File: config.mk
export PLATFORM = sky130hd
export DESIGN_NAME = decoder_2nrm
export DESIGN_NICKNAME = d
export VERILOG_FILES = /design/src/rtl/rrns_2nrm_pkg.sv /design/src/rtl/rrns_mod_step.sv /design/src/rtl/decoder_2nrm.sv
export SDC_FILE = /design/constraint.sdc
export NUM_CORES = 1
export LEC_CHECK = 0
export CAP_MARGIN = 20
export CORE_MARGIN = 3
export CORE_UTILIZATION = 50
export DETAILED_ROUTE_END_ITERATION = 6
export HOLD_SLACK_MARGIN = 0.02
export PLACE_DENSITY = 0.81
export SLEW_MARGIN = 20
export SYNTH_ARGS = -nofsm -noshare
export SYNTH_HDL_FRONTEND = slang
export SYNTH_HIERARCHICAL = 1
export SYNTH_SLANG_ARGS = --single-unit
File: constraint.sdc
create_clock -name clk -period 4.4 [get_ports clk]
set_input_delay 0.66 -clock clk [delete_from_list [all_inputs] [get_ports clk]]
set_output_delay 0.66 -clock clk [all_outputs]
set_load 0.005 [all_outputs]
File: src/rtl/rrns_2nrm_pkg.sv
// rrns_2nrm_pkg: constants and types shared by the 2NRM RRNS encoder and decoder.
//   - modulus constants for the two information moduli (257, 256) and the
//     four redundant moduli (61, 59, 55, 53)
//   - bit positions and widths of each residue field in the 64-bit packed word
//   - decoder FSM state encoding
package rrns_2nrm_pkg;

  localparam int unsigned M257 = 257;
  localparam int unsigned M256 = 256;
  localparam int unsigned M61  = 61;
  localparam int unsigned M59  = 59;
  localparam int unsigned M55  = 55;
  localparam int unsigned M53  = 53;

  localparam int R257_MSB = 54;
  localparam int R257_LSB = 46;
  localparam int R257_W   = 9;
  localparam int R256_MSB = 45;
  localparam int R256_LSB = 38;
  localparam int R256_W   = 8;
  localparam int R61_MSB  = 37;
  localparam int R61_LSB  = 32;
  localparam int R59_MSB  = 31;
  localparam int R59_LSB  = 26;
  localparam int R55_MSB  = 25;
  localparam int R55_LSB  = 20;
  localparam int R53_MSB  = 19;
  localparam int R53_LSB  = 14;
  localparam int RRED_W   = 6;

  // Remainder width of the serial reduction and width of the CRT result.
  localparam int REM_W = 7;
  localparam int X_W   = 17;

  typedef enum logic [1:0] {
    IDLE   = 2'd0,
    CRT    = 2'd1,
    REDUCE = 2'd2,
    FINAL  = 2'd3
  } state_e;

endpackage

File: src/rtl/rrns_mod_step.sv
// rrns_mod_step: one MSB-first step of a bit-serial modular reduction.
//   rem_out = ((rem_in << 1) | bit_in) reduced once by MOD.
// Ports:
//   rem_in  [6:0]  running remainder, always < MOD
//   bit_in         next bit of the dividend (MSB first)
//   rem_out [6:0]  updated remainder, < MOD
// Because rem_in < MOD, the shifted value is < 2*MOD, so a single
// compare-subtract is enough to bring it back into range.
module rrns_mod_step
  import rrns_2nrm_pkg::*;
#(
  parameter int unsigned MOD = 61
) (
  input  logic [REM_W-1:0] rem_in,
  input  logic             bit_in,
  output logic [REM_W-1:0] rem_out
);

  logic [REM_W-1:0] shifted_s;

  // rem_in < 64 for every modulus used, so its top bit is always zero and
  // the shift fits back into REM_W bits.
  assign shifted_s = REM_W'({rem_in, bit_in});

  // Conditional subtract of the modulus.
  always_comb begin
    if (shifted_s >= REM_W'(MOD)) begin
      rem_out = shifted_s - REM_W'(MOD);
    end else begin
      rem_out = shifted_s;
    end
  end

endmodule

File: src/rtl/decoder_2nrm.sv
// decoder_2nrm: 2NRM RRNS receive-side decoder (error detection only).
// Reconstructs a 16-bit value from residues mod 257 and 256 by CRT, then
// re-derives the residues mod 61/59/55/53 by a 17-cycle bit-serial
// reduction of X and compares them against the received redundant residues.
// Ports:
//   clk, rst_n     clock, asynchronous active-low reset
//   start          one-cycle request, only looked at in IDLE
//   residues_in    packed residue word (r257, r256, r61, r59, r55, r53)
//   data_out       X[15:0], updated together with done
//   done           one-cycle pulse, all result outputs valid
//   busy           decode in progress
//   err_detect     err_range | err_overflow | |syndrome
//   err_range      some residue field >= its modulus
//   err_overflow   CRT result >= 65536
//   syndrome       [3]=61, [2]=59, [1]=55, [0]=53 residue mismatch
module decoder_2nrm
  import rrns_2nrm_pkg::*;
#(
  parameter bit CHECK_EN = 1'b1
) (
  input  logic        clk,
  input  logic        rst_n,
  input  logic        start,
  input  logic [63:0] residues_in,
  output logic [15:0] data_out,
  output logic        done,
  output logic        busy,
  output logic        err_detect,
  output logic        err_range,
  output logic        err_overflow,
  output logic [3:0]  syndrome
);

  state_e state_r;
  state_e state_nxt_s;

  logic [R257_W-1:0] r257_r;
  logic [R256_W-1:0] r256_r;
  logic [RRED_W-1:0] r61_r;
  logic [RRED_W-1:0] r59_r;
  logic [RRED_W-1:0] r55_r;
  logic [RRED_W-1:0] r53_r;

  logic [X_W-1:0]    x_r;
  logic              range_r;
  logic [4:0]        bit_cnt_r;
  logic [REM_W-1:0]  rem61_r, rem59_r, rem55_r, rem53_r;
  logic [REM_W-1:0]  rem61_nxt_s, rem59_nxt_s, rem55_nxt_s, rem53_nxt_s;

  logic [9:0]        diff_s;
  logic [8:0]        k_s;
  logic [X_W-1:0]    x_s;
  logic              range_s;
  logic              bit_s;
  logic [3:0]        syn_s;
  logic              unused_ignored_s;

  // The packing leaves these bits unassigned; they carry no information.
  assign unused_ignored_s = ^{residues_in[63:55], residues_in[13:0]};

  // k = (r256 - r257) mod 257 via a signed subtract and one conditional +257.
  always_comb begin
    diff_s = {2'b00, r256_r} - {1'b0, r257_r};
    if (diff_s[9]) begin
      k_s = 9'(diff_s + 10'(M257));
    end else begin
      k_s = diff_s[8:0];
    end
  end

  // X = r256 + 256*k is just the concatenation of k above r256.
  assign x_s = {k_s, r256_r};

  assign range_s = (r257_r >= R257_W'(M257)) |
                   (r61_r  >= RRED_W'(M61))  |
                   (r59_r  >= RRED_W'(M59))  |
                   (r55_r  >= RRED_W'(M55))  |
                   (r53_r  >= RRED_W'(M53));

  assign bit_s = x_r[bit_cnt_r];

  rrns_mod_step #(.MOD(M61)) u_step61 (.rem_in(rem61_r), .bit_in(bit_s), .rem_out(rem61_nxt_s));
  rrns_mod_step #(.MOD(M59)) u_step59 (.rem_in(rem59_r), .bit_in(bit_s), .rem_out(rem59_nxt_s));
  rrns_mod_step #(.MOD(M55)) u_step55 (.rem_in(rem55_r), .bit_in(bit_s), .rem_out(rem55_nxt_s));
  rrns_mod_step #(.MOD(M53)) u_step53 (.rem_in(rem53_r), .bit_in(bit_s), .rem_out(rem53_nxt_s));

  // Syndrome from the finished remainders; forced clear when checking is off.
  always_comb begin
    if (CHECK_EN) begin
      syn_s = {rem61_r != {1'b0, r61_r},
               rem59_r != {1'b0, r59_r},
               rem55_r != {1'b0, r55_r},
               rem53_r != {1'b0, r53_r}};
    end else begin
      syn_s = 4'b0000;
    end
  end

  // FSM state register.
  always_ff @(posedge clk or negedge rst_n) begin
    if (!rst_n) begin
      state_r <= IDLE;
    end else begin
      state_r <= state_nxt_s;
    end
  end

  // FSM next-state logic.
  always_comb begin
    state_nxt_s = state_r;
    case (state_r)
      IDLE: begin
        if (start) begin
          state_nxt_s = CRT;
        end else begin
          state_nxt_s = IDLE;
        end
      end
      CRT: begin
        if (CHECK_EN) begin
          state_nxt_s = REDUCE;
        end else begin
          state_nxt_s = FINAL;
        end
      end
      REDUCE: begin
        if (bit_cnt_r == 5'd0) begin
          state_nxt_s = FINAL;
        end else begin
          state_nxt_s = REDUCE;
        end
      end
      FINAL:   state_nxt_s = IDLE;
      default: state_nxt_s = IDLE;
    endcase
  end

  // Datapath and registered outputs, sequenced by the FSM state.
  always_ff @(posedge clk or negedge rst_n) begin
    if (!rst_n) begin
      r257_r       <= 9'd0;
      r256_r       <= 8'd0;
      r61_r        <= 6'd0;
      r59_r        <= 6'd0;
      r55_r        <= 6'd0;
      r53_r        <= 6'd0;
      x_r          <= 17'd0;
      range_r      <= 1'b0;
      bit_cnt_r    <= 5'd0;
      rem61_r      <= 7'd0;
      rem59_r      <= 7'd0;
      rem55_r      <= 7'd0;
      rem53_r      <= 7'd0;
      data_out     <= 16'd0;
      done         <= 1'b0;
      busy         <= 1'b0;
      err_detect   <= 1'b0;
      err_range    <= 1'b0;
      err_overflow <= 1'b0;
      syndrome     <= 4'b0000;
    end else begin
      done <= 1'b0;
      case (state_r)
        IDLE: begin
          if (start) begin
            r257_r <= residues_in[R257_MSB:R257_LSB];
            r256_r <= residues_in[R256_MSB:R256_LSB];
            r61_r  <= residues_in[R61_MSB:R61_LSB];
            r59_r  <= residues_in[R59_MSB:R59_LSB];
            r55_r  <= residues_in[R55_MSB:R55_LSB];
            r53_r  <= residues_in[R53_MSB:R53_LSB];
            busy   <= 1'b1;
          end else begin
            busy   <= 1'b0;
          end
        end
        CRT: begin
          x_r       <= x_s;
          range_r   <= range_s;
          bit_cnt_r <= 5'd16;
          rem61_r   <= 7'd0;
          rem59_r   <= 7'd0;
          rem55_r   <= 7'd0;
          rem53_r   <= 7'd0;
        end
        REDUCE: begin
          rem61_r   <= rem61_nxt_s;
          rem59_r   <= rem59_nxt_s;
          rem55_r   <= rem55_nxt_s;
          rem53_r   <= rem53_nxt_s;
          bit_cnt_r <= bit_cnt_r - 5'd1;
        end
        FINAL: begin
          data_out     <= x_r[15:0];
          syndrome     <= syn_s;
          err_range    <= range_r;
          err_overflow <= x_r[16];
          err_detect   <= range_r | x_r[16] | (|syn_s);
          done         <= 1'b1;
          busy         <= 1'b0;
        end
        default: begin
          busy <= 1'b0;
        end
      endcase
    end
  end

endmodule

==> reports/qor.csv, run 1 <==
stage,metric,value,unit
power_and_ir_drop,LEAKAGE,3.39,nW
logic_synthesis,"Seq/Total Area, Yosys",44.8,%
logic_synthesis,Yosys warnings,6,
power_and_ir_drop,Net Switching,0.00260,W
floorplan,core area,0.0128,mm2
floorplan,die area,0.0147,mm2
sta,final hold viol count,0,
routing,drt via density,5.82,
routing,total wire length,15.1,mm
grt,initial antenna violation count,0,
routing,first-pass iteration count of the detailed router,5,
worst_setup_path,crit-path max FO,19,
power_and_ir_drop,Comb pwr share,47.0,%
routing,Wirelength per Cell,17.0,um
placed_design,placed cell areas,0.00748,mm2
cts,H-Tree Depth,4,
worst_setup_path,Crit path required time,4.73,ns
floorplan,chip width,121,um
logic_synthesis,Post-synth EDFFs,0,
worst_setup_path,crit start category,register,
logic_synthesis,Async SR Flop Fraction,100,%
grt,met3 Track Usage GR,5.55,%
floorplan,die height,121,um
cts,setup bufs post-CTS,0,
grt,gr usage total,21.5,%
sta,Peak Freq,0.287,GHz
floorplan,# IOs,92,
sta,Slew HR,35.9,%
finish,register area,0.00298,mm2
power_and_ir_drop,clock network fraction of design power,22.8,%
placed_design,I/O Buffers,68,
routing,post-route ant nets,0,
placed_design,gpl congestion,0.889,
logic_synthesis,Netlist cell types,73,
logic_synthesis,Post-Syn Area,0.00665,mm2
routing,vias post-DR,5196,
power_and_ir_drop,Internal,0.00409,W
sta,Setup-failing EPs final,0,
sta,hold_ws,0.314,ns
sta,count of pins over their slew limit,0,
sta,Period minus WS final,3.49,ns
finish,fin area,0.00814,mm2
cts,"Reg clk slew, reported paths",0.06,ns
logic_synthesis,Cells after Synth,643,
grt,grt ovf,0,
grt,first-pass GRT wire length,25.2,mm
cts,Hold Buf Count CTS,0,
worst_hold_path,HP Class,in -> async,
cts,CTS-repair resized insts,0,
worst_setup_path,type of the worst setup path,reg -> reg,
finish,P&R area growth vs syn,22.3,%
cts,clock insertion delay at the later pin of the skew report,0.42,ns
worst_setup_path,CP endpoint kind,register,
power_and_ir_drop,Flop pwr share,30.2,%
sta,RSZ-0062 raised after global routing,false,
routing,Iter 0 DRT Violations,345,
finish,Ant. Diodes,0,
sta,final setup TNS,0,ns
logic_synthesis,Synth Net Count,734,
cts,CTS Buf Count,17,
grt,met2 usage,36.2,%
logic_synthesis,Avg Inst Size Synth,10.3,um2
routing,DRC,0,
run_status,outcome,completed,
floorplan,Initial Util,51.9,%
logic_synthesis,Synth Flop Type,dfrtp_1,
sta,Worst Tran Pin Value,0.961,ns
cts,Clock Sinks,119,
finish,final core utilization,63.4,%
cts,CTS tree,built,
grt,most crowded layer after global routing,met2,
logic_synthesis,register bit total from synthesis,119,
grt,largest net degree at the start of global routing,61,
sta,period utilization,79.3,%
sta,Clock Skews,0.00703,ns
power_and_ir_drop,Worst VDD drop,0.000485,V
finish,Fill cells,975,
cts,CTS Root Cell,clkbuf_16,
power_and_ir_drop,Net Sw Frac,38.9,%
power_and_ir_drop,P per Cell Area,822,mW/mm2
floorplan,# rows,41,
grt,number of global-route vias before repair,5261,
job,Max Cap Viol,0,
cts,maximum buffer depth of the clock tree,2,
finish,Final Net Count,799,
placed_design,detailed placement HPWL,10.3,mm
worst_setup_path,Worst EP arrival,3.82,ns
finish,Multi-input gate area,0.00333,mm2
grt,grt met1 use,26.2,%
finish,fraction of layout cells with a size suffix above 1,20.0,%
[power groups by stage]
stage,Sequential (W),Combinational (W),Clock [W]
CTS,0.00201,0.00314,0.00155
floorplan,0.00186,0.00238,0
finish,0.00202,0.00314,0.00153
global placement,0.00198,0.00294,0
global route,0.00208,0.00346,0.00160
detailed placement,0.00202,0.00310,0
[per-layer routing]
layer  routed length (um)  share of wire (%)  up-vias
li1                     -                  -     2418
met1                 6490                 43     2547
met2                 7370                 49      193
met3                  867                5.7       38
met4                  409                2.7        0
met5                    0                  0        -
[final cells by class]
type / instances / area share, %
Inverter: 60 / 2.77
Clock buffer: 22 / 6.07
Timing Repair Buffer: 75 / 8.98
Clock inverter: 10 / 2.05
Sequential cell: 119 / 36.6
Tap cell: 172 / 2.64
Multi-Input combinational cell: 435 / 40.9
[cells in the mapped netlist, drive strengths merged, types with 2 or more instances]
master	number	area [um2]
mux4	5	113
clkbuf	15	56.3
a31oi	9	56.3
dfrtp	119	2980
inv	60	225
nor2	30	113
nor4	7	43.8
mux2	73	822
nand3	41	215
a21oi	27	154
a21o	5	47.5
o22ai	2	12.5
nand2	25	93.8
o2111ai	4	35.0
or3	5	32.5
buf	14	68.8
nand2b	8	50.1
mux2i	3	30.0
o211ai	3	22.5
o31a	3	27.5
or4	3	30.0
and2	2	12.5
or2	3	18.8
o21ai	60	300
ha	23	288
o32ai	2	17.5
xor2	19	166
xnor2	15	139
nor3	8	45.0
o221ai	3	26.3
o21a	4	30.0
and3	3	20.0
nand4	10	62.6
nor2b	6	37.5
a31o	2	17.5
[kinds of logic (layout without fill, tap and decap cells)]
| logic type | count (synthesis) | in the layout | synth area share (%) |
|---|---|---|---|
| AND/OR/NAND/NOR | 158 | 158 | 12.8 |
| AO/OA/AOI/OAI | 138 | 138 | 13.5 |
| flip-flops | 119 | 119 | 44.8 |
| buffers and inverters | 89 | 167 | 5.27 |
| multiplexers | 81 | 81 | 14.5 |
| XOR/XNOR | 34 | 34 | 4.59 |
| adder cells (fa/ha/maj) | 24 | 24 | 4.63 |
[worst max-delay path: stages (launching register included)]
cell and delay (ns):
dfrtp_1 0.55, mux4_2 0.57, mux4_2 0.49, inv_1 0.09
o21ai_2 0.24, ha_1 0.35, or4_4 0.53, a21oi_2 0.17
mux2i_1 0.20, nand3_1 0.09, o21ai_0 0.11
[stage by stage]
step                instances  worst slack, ns  total power (W)
floorplan                 643            0.857          0.00424
global placement          861             1.04          0.00492
detailed placement        861            0.946          0.00511
CTS                       893            0.906          0.00670
global route              893            0.663          0.00714
finish                    893            0.911          0.00669
[worst paths after layout]
check	from	endpoint	cells after the start	slack (ns)
max reg2reg	bit_cnt_r[0]$_DFFE_PN0P_	rem53_r[1]$_DFFE_PN0P_	10	0.91
min reg2reg	busy$_DFFE_PN0P_	busy$_DFFE_PN0P_	2	0.51
min	rst_n	r61_r[1]$_DFFE_PN0P_	1	0.31
max in group asynchronous	rst_n	r53_r[0]$_DFFE_PN0P_	2	3.14
max	bit_cnt_r[0]$_DFFE_PN0P_	rem53_r[1]$_DFFE_PN0P_	10	0.91
min in group clk	busy$_DFFE_PN0P_	busy$_DFFE_PN0P_	2	0.51
[cell usage in the layout, fill, tap and decap left out, types with 5 or more instances in the layout]
cell	count
xor2_1	19
nand2_1	25
buf_4	8
nor2b_1	6
a21oi_2	5
nand3_1	39
xnor2_1	14
nor4_1	7
ha_1	23
a31oi_1	9
a21oi_1	22
nor2_1	30
nand4_1	10
clkbuf_8	5
nand2b_1	8
dfrtp_1	119
clkbuf_16	17
mux2_2	73
clkdlybuf4s50_1	67
nor3_1	7
mux4_2	5
o21ai_0	59
inv_1	60
[sequential cells by signal, indices dropped and copies added, names as in the netlist]
signal,count
err_range,1
err_detect,1
rem59_r,7
range_r,1
r55_r,6
r61_r,6
state_r,2
r256_r,8
bit_cnt_r,5
rem61_r,7
r257_r,9
r59_r,6
data_out,16
x_r,17
busy,1
done,1
rem53_r,7
rem55_r,7
r53_r,6
syndrome,4
err_overflow,1
Power figures use the tool's default switching activity.
==> run 2: changes to the inputs <==
PLACE_DENSITY = 0.84   (was 0.81)
clock period = 3.04 ns   (was 4.4 ns; I/O delays follow)
==> reports/qor.csv, run 2 (synthesized netlist as in run 1, its figures left out) <==
stage,metric,value,unit,change
routing,first-pass iteration count of the detailed router,5,,unchanged
worst_setup_path,type of the worst setup path,reg -> reg,,
cts,setup bufs post-CTS,0,,unchanged
floorplan,# IOs,92,,unchanged
floorplan,die height,121,um,unchanged
finish,P&R area growth vs syn,24.3,%,
finish,Final Net Count,814,,+1.9%
cts,clock insertion delay at the later pin of the skew report,0.42,ns,about the same
worst_setup_path,CP endpoint kind,register,,
sta,Slew HR,42.8,%,+6.8 points
finish,Fill cells,969,,-0.62%
worst_setup_path,R2R Setup Slk,-0.005,ns,-0.92 ns
routing,DRC,0,,unchanged
run_status,outcome,"finished, violations left",,
sta,final hold viol count,0,,unchanged
power_and_ir_drop,LEAKAGE,3.42,nW,+0.89%
placed_design,gpl congestion,0.879,,-1.1%
sta,period utilization,100,%,+21 points
power_and_ir_drop,Comb pwr share,49.7,%,+2.7 points
worst_hold_path,HP Class,reg -> reg,,
worst_setup_path,crit path capture,rem53_r[1]$_DFFE_PN0P_,,
worst_setup_path,Worst path max stage delay,0.56,ns,about the same
worst_setup_path,Crit path required time,3.38,ns,-1.35 ns
finish,Ant. Diodes,0,,unchanged
grt,gr usage total,21.8,%,+0.30 points
power_and_ir_drop,Flop pwr share,30.3,%,about the same
placed_design,dpl ws,-0.183,ns,-1.13 ns
grt,first-pass GRT wire length,25.5,mm,+1.2%
floorplan,core area,0.0128,mm2,unchanged
floorplan,# rows,41,,unchanged
worst_setup_path,crit-path max FO,5,,-14
finish,Largest Register,x_r,,
power_and_ir_drop,Internal,0.00580,W,+42%
worst_setup_path,crit start category,register,,
sta,worst setup margin,-0.00480,ns,-0.915 ns
routing,Wirelength per Cell,17.3,um,+1.8%
finish,fraction of layout cells with a size suffix above 1,23.3,%,+3.3 points
power_and_ir_drop,Net Switching,0.00387,W,+49%
power_and_ir_drop,Worst VDD drop,0.000831,V,+71%
placed_design,detailed placement HPWL,10.8,mm,+4.9%
finish,largest registers,"x_r: 17 flops, data_out: 16 flops, r257_r: 9 flops",,
power_and_ir_drop,clock network fraction of design power,20.0,%,-2.8 points
grt,number of global-route vias before repair,5379,,+2.2%
cts,CTS Buf Count,17,,unchanged
worst_setup_path,most frequent CP cell,mux4_2,,
placed_design,I/O Buffers,68,,unchanged
worst_setup_path,Worst path slowest cell,mux4_2,,
power_and_ir_drop,P per Cell Area,1170,mW/mm2,+42%
finish,"commonest non-fill, non-tap cell in the layout",dfrtp_1,,
cts,maximum buffer depth of the clock tree,2,,unchanged
cts,CTS Root Cell,clkbuf_16,,
job,Max Cap Viol,0,,unchanged
sta,Clock Skews,0.0107,ns,+0.00365 ns
grt,largest net degree at the start of global routing,60,,-1.6%
run_status,failing checks,setup timing,,
sta,Period minus WS final,3.04,ns,-0.445 ns
worst_setup_path,Worst EP arrival,3.38,ns,-0.44 ns
cts,CTS tree,built,,
sta,hold_ws,0.503,ns,+0.188 ns
cts,H-Tree Depth,4,,unchanged
grt,initial antenna violation count,0,,unchanged
grt,grt ovf,0,,unchanged
finish,"commonest cells after routing, fill and taps aside","dfrtp_1 (118), mux2_2 (73), clkdlybuf4s50_1 (67), inv_1 (58), o21ai_0 (53)",,
worst_setup_path,reg-to-reg startpoint,bit_cnt_r[0]$_DFFE_PN0P_,,
finish,max FFs per register,17,,unchanged
worst_setup_path,FF-to-FF path depth,10,,unchanged
routing,total wire length,15.7,mm,+3.4%
floorplan,die area,0.0147,mm2,unchanged
sta,Peak Freq,0.328,GHz,+15%
sta,count of pins over their slew limit,0,,unchanged
worst_setup_path,Worst Setup SP,bit_cnt_r[0]$_DFFE_PN0P_,,
cts,Clock Sinks,119,,unchanged
floorplan,Initial Util,51.9,%,unchanged
sta,RSZ-0062 raised after global routing,true,,
sta,Setup-failing EPs final,1,,+1
routing,vias post-DR,5285,,+1.7%
worst_setup_path,Critical R2R Capture,rem53_r[1]$_DFFE_PN0P_,,
routing,drt via density,5.83,,+0.14%
routing,Iter 0 DRT Violations,439,,+27%
routing,post-route ant nets,0,,unchanged
placed_design,placed cell count,875,,+1.6%
floorplan,chip width,121,um,unchanged
cts,"Reg clk slew, reported paths",0.06,ns,about the same
sta,Worst Tran Pin Value,0.858,ns,-0.102 ns
power_and_ir_drop,Net Sw Frac,40.0,%,+1.1 points
worst_setup_path,crit-path cells,mux4_2 > mux4_2 > inv_2 > o21ai_4 > ha_4 > or4_4 > a21oi_4 > mux2i_1 > nand3_1 > o21ai_1,,
finish,Post-Layout Cell Count,907,,+1.6%
run 2: cell types whose count changed in the layout (fill, tap and decap cells not counted), sizes merged:
cell,previous run,this run
clkbuf,22,20
dlygate4sd3,0,1
bufinv,4,2
buf,8,22
inv,60,61
clkinvlp,2,4
run 2: power by group through the flow:
| stage | sequential, W | clock, W | combinational, W |
|---|---|---|---|
| finish | 0.00293 | 0.00194 | 0.00481 |
| global route | 0.00302 | 0.00205 | 0.00525 |
| CTS | 0.00292 | 0.00196 | 0.00472 |
| detailed placement | 0.00293 | 0 | 0.00464 |
| global placement | 0.00287 | 0 | 0.00441 |
| floorplan | 0.00269 | 0 | 0.00346 |
run 2: final cells by class:
type	instances	area [um2]	share of cell area (%)
clock buffers	20	447	5.40
clock inverters	11	126	1.53
inverters	60	225	2.72
multi-input cells	435	3420	41.3
flip-flops and latches	119	2980	36.0
well taps	172	215	2.60
repair buffers	90	858	10.4
run 2: worst min path at each step:
stage / cells past startpoint / end / from
after floorplan: 0 / bit_cnt_r[0]$_DFFE_PN0P_ / rst_n
after detailed placement: 1 / r55_r[4]$_DFFE_PN0P_ / rst_n
final: 1 / data_out[14]$_DFFE_PN0P_ / data_out[14]$_DFFE_PN0P_
after global routing: 1 / data_out[12]$_DFFE_PN0P_ / data_out[12]$_DFFE_PN0P_
after CTS: 1 / data_out[14]$_DFFE_PN0P_ / data_out[14]$_DFFE_PN0P_
after global placement: 1 / r55_r[4]$_DFFE_PN0P_ / rst_n
run 2: what timing repair did:
action | 4_1_cts | 5_1_grt
hold endpoints to repair | 17 | 0
endpoints found under the setup margin | 18 | 18
resized for setup | 7 | 18
pin swaps | 2 | 4
hold buffers | 1 | 0
run 2: worst max-delay path, delay by kind of cell (launching register included):
family,cells,cell delay [ns]
muxes,3,1.25
and+or+nand+nor,2,0.61
AOI/OAI and AO/OA,3,0.37
buffers and inverters,1,0.08
adders and majority gates,1,0.18
DFF,1,0.46
run 2: metal layers:
layer / track usage [%] / routed length, um / vias up
met4: 8.40 / 392 / 0
met1: 25.6 / 6510 / 2584
met5: 0 / 0 / -
met2: 38.1 / 7870 / 203
li1: - / - / 2458
met3: 5.78 / 888 / 40
run 2: through the flow:
stage	total power (W)	cell area, um2	TNS [ns]	util (%)
floorplan	0.00615	6670	0	-
finish	0.00967	8270	-0.00480	64.5
CTS	0.00960	8200	-0.132	63.9
global route	0.0103	8270	-0.651	64.5
detailed placement	0.00757	7600	-0.845	59.3
global placement	0.00728	7600	-0.00908	59.3
==> run 3: changes to the inputs <==
PLACE_DENSITY = 0.81   (was 0.84)
clock period = 3.3 ns   (was 3.04 ns; I/O delays follow)
==> reports/qor.csv, run 3 (synthesized netlist as in run 1, its figures left out) <==
stage,metric,value,unit,change
run_status,outcome,completed,,
power_and_ir_drop,Flop pwr share,30.2,%,about the same
placed_design,gpl congestion,0.894,,+1.7%
finish,largest registers,"x_r: 17 flops, data_out: 16 flops, r257_r: 9 flops",,
cts,clock insertion delay at the later pin of the skew report,0.42,ns,about the same
cts,CTS tree,built,,
grt,initial antenna violation count,0,,unchanged
worst_setup_path,FF-to-FF path depth,10,,unchanged
power_and_ir_drop,P per Cell Area,1090,mW/mm2,-7.0%
worst_setup_path,reg-to-reg startpoint,bit_cnt_r[0]$_DFFE_PN0P_,,
sta,Peak Freq,0.320,GHz,-2.5%
cts,H-Tree Depth,4,,unchanged
worst_setup_path,Critical R2R Capture,rem53_r[1]$_DFFE_PN0P_,,
worst_setup_path,type of the worst setup path,reg -> reg,,
routing,total wire length,15.0,mm,-4.2%
worst_hold_path,HP Class,in -> async,,
routing,DRC,0,,unchanged
finish,max FFs per register,17,,unchanged
grt,grt ovf,0,,unchanged
power_and_ir_drop,Net Sw Frac,38.5,%,-1.5 points
grt,largest net degree at the start of global routing,58,,-3.3%
power_and_ir_drop,Net Switching,0.00342,W,-12%
power_and_ir_drop,Internal,0.00547,W,-5.7%
floorplan,# rows,41,,unchanged
sta,Clock Skews,0.00801,ns,-0.00267 ns
floorplan,# IOs,92,,unchanged
finish,fraction of layout cells with a size suffix above 1,20.5,%,-2.8 points
power_and_ir_drop,clock network fraction of design power,22.6,%,+2.6 points
sta,final hold viol count,0,,unchanged
placed_design,dpl ws,0.0670,ns,+0.250 ns
sta,Slew HR,50.1,%,+7.3 points
placed_design,I/O Buffers,68,,unchanged
worst_setup_path,Crit path required time,3.63,ns,+0.25 ns
routing,Iter 0 DRT Violations,430,,-2.1%
placed_design,detailed placement HPWL,10.7,mm,-1.8%
cts,Clock Sinks,119,,unchanged
finish,fin area,0.00818,mm2,-1.1%
routing,Wirelength per Cell,16.8,um,-2.9%
finish,P&R area growth vs syn,22.9,%,
cts,CTS Buf Count,17,,unchanged
cts,Hold Buf Count CTS,0,,-1
sta,count of pins over their slew limit,0,,unchanged
floorplan,chip width,121,um,unchanged
worst_setup_path,CP endpoint kind,register,,
floorplan,die area,0.0147,mm2,unchanged
grt,first-pass GRT wire length,24.8,mm,-2.5%
placed_design,placed cell areas,0.00753,mm2,-1.0%
finish,register area,0.00298,mm2,unchanged
cts,"Reg clk slew, reported paths",0.05,ns,about the same
sta,worst setup margin,0.177,ns,+0.181 ns
grt,gr usage total,21.4,%,-0.41 points
routing,vias post-DR,5115,,-3.2%
routing,first-pass iteration count of the detailed router,4,,-1
sta,Period minus WS final,3.12,ns,+0.0787 ns
finish,"commonest non-fill, non-tap cell in the layout",dfrtp_1,,
power_and_ir_drop,Comb pwr share,47.2,%,-2.5 points
worst_setup_path,crit-path max FO,7,,+2
sta,Setup-failing EPs final,0,,-1
floorplan,die height,121,um,unchanged
sta,Worst Tran Pin Value,0.749,ns,-0.110 ns
routing,drt via density,5.72,,-1.9%
power_and_ir_drop,Worst VDD drop,0.000651,V,-22%
sta,period utilization,94.7,%,-5.5 points
finish,"commonest cells after routing, fill and taps aside","dfrtp_1 (118), mux2_2 (73), clkdlybuf4s50_1 (67), inv_1 (60), o21ai_0 (58)",,
grt,number of global-route vias before repair,5196,,-3.4%
finish,Final Net Count,802,,-1.5%
cts,CTS Root Cell,clkbuf_16,,
worst_setup_path,crit start category,register,,
finish,Fill cells,978,,+0.93%
sta,final setup TNS,0,ns,+0.00480 ns
finish,Largest Register,x_r,,
finish,Multi-input gate area,0.00333,mm2,-2.6%
job,Max Cap Viol,0,,unchanged
worst_setup_path,R2R Setup Slk,0.18,ns,+0.18 ns
floorplan,Initial Util,51.9,%,unchanged
finish,Ant. Diodes,0,,unchanged
routing,post-route ant nets,0,,unchanged
cts,maximum buffer depth of the clock tree,2,,unchanged
power_and_ir_drop,LEAKAGE,3.40,nW,-0.46%
floorplan,core area,0.0128,mm2,unchanged
worst_setup_path,Worst EP arrival,3.45,ns,+0.07 ns
power_and_ir_drop,"Power, Total",0.00889,W,-8.1%
## run 3: power groups by stage
stage / Clock [W] / Combinational, W / Sequential [W]
2_1_floorplan: 0 / 0.00317 / 0.00248
5_1_grt: 0.00212 / 0.00461 / 0.00278
4_1_cts: 0.00204 / 0.00419 / 0.00269
3_5_place_dp: 0 / 0.00415 / 0.00270
6_report: 0.00201 / 0.00419 / 0.00269
3_3_place_gp: 0 / 0.00394 / 0.00266
## run 3: repair_timing
| item | CTS | global route |
|---|---|---|
| setup buffers | 0 | 0 |
| resized for setup | 0 | 4 |
| setup endpoints to repair | 0 | 9 |
## run 3: worst max path at each step
stage | from | to | slack, ns | depth (start not counted)
after floorplan | bit_cnt_r[0]$_DFFE_PN0P_ | rem53_r[1]$_DFFE_PN0P_ | 0.01 | 11
after global placement | bit_cnt_r[0]$_DFFE_PN0P_ | rem59_r[6]$_DFFE_PN0P_ | 0.16 | 11
after detailed placement | bit_cnt_r[0]$_DFFE_PN0P_ | rem59_r[6]$_DFFE_PN0P_ | 0.07 | 11
after CTS | bit_cnt_r[0]$_DFFE_PN0P_ | rem59_r[6]$_DFFE_PN0P_ | 0.05 | 11
after global routing | bit_cnt_r[0]$_DFFE_PN0P_ | rem53_r[6]$_DFFE_PN0P_ | -0.003 | 12
final | bit_cnt_r[0]$_DFFE_PN0P_ | rem53_r[1]$_DFFE_PN0P_ | 0.18 | 10
## run 3: worst max-delay path, cell delays in order, from the launching register on
cell     delay (ns)
dfrtp_2        0.47
mux4_2         0.54
mux4_2         0.49
inv_1          0.09
o21ai_2        0.11
ha_1           0.25
or4_4          0.53
a21oi_2        0.17
mux2i_1        0.20
nand3_1        0.08
o21ai_0        0.10
## run 3: metrics by stage
step | instances | hold WS (ns) | utilization, %
floorplan | 643 | 0.199 | -
global placement | 864 | 0.485 | 58.7
detailed placement | 864 | 0.494 | 58.7
CTS | 895 | 0.157 | 63.7
global route | 895 | 0.192 | 63.8
finish | 895 | 0.144 | 63.8
## run 3: metal layers
layer	wire length (um)	track usage (%)
met5	0	0
met4	269	7.77
met3	657	5.55
met2	7860	38.0
met1	6220	24.8
## run 3: cell type report
cell class                      instances  share of cell area, %
Multi-Input combinational cell        435                   40.7
Sequential cell                       119                   36.4
Timing Repair Buffer                   78                   9.56
Clock buffer                           19                   5.42
Inverter                               60                   2.75
Tap cell                              172                   2.63
Clock inverter                         12                   2.46
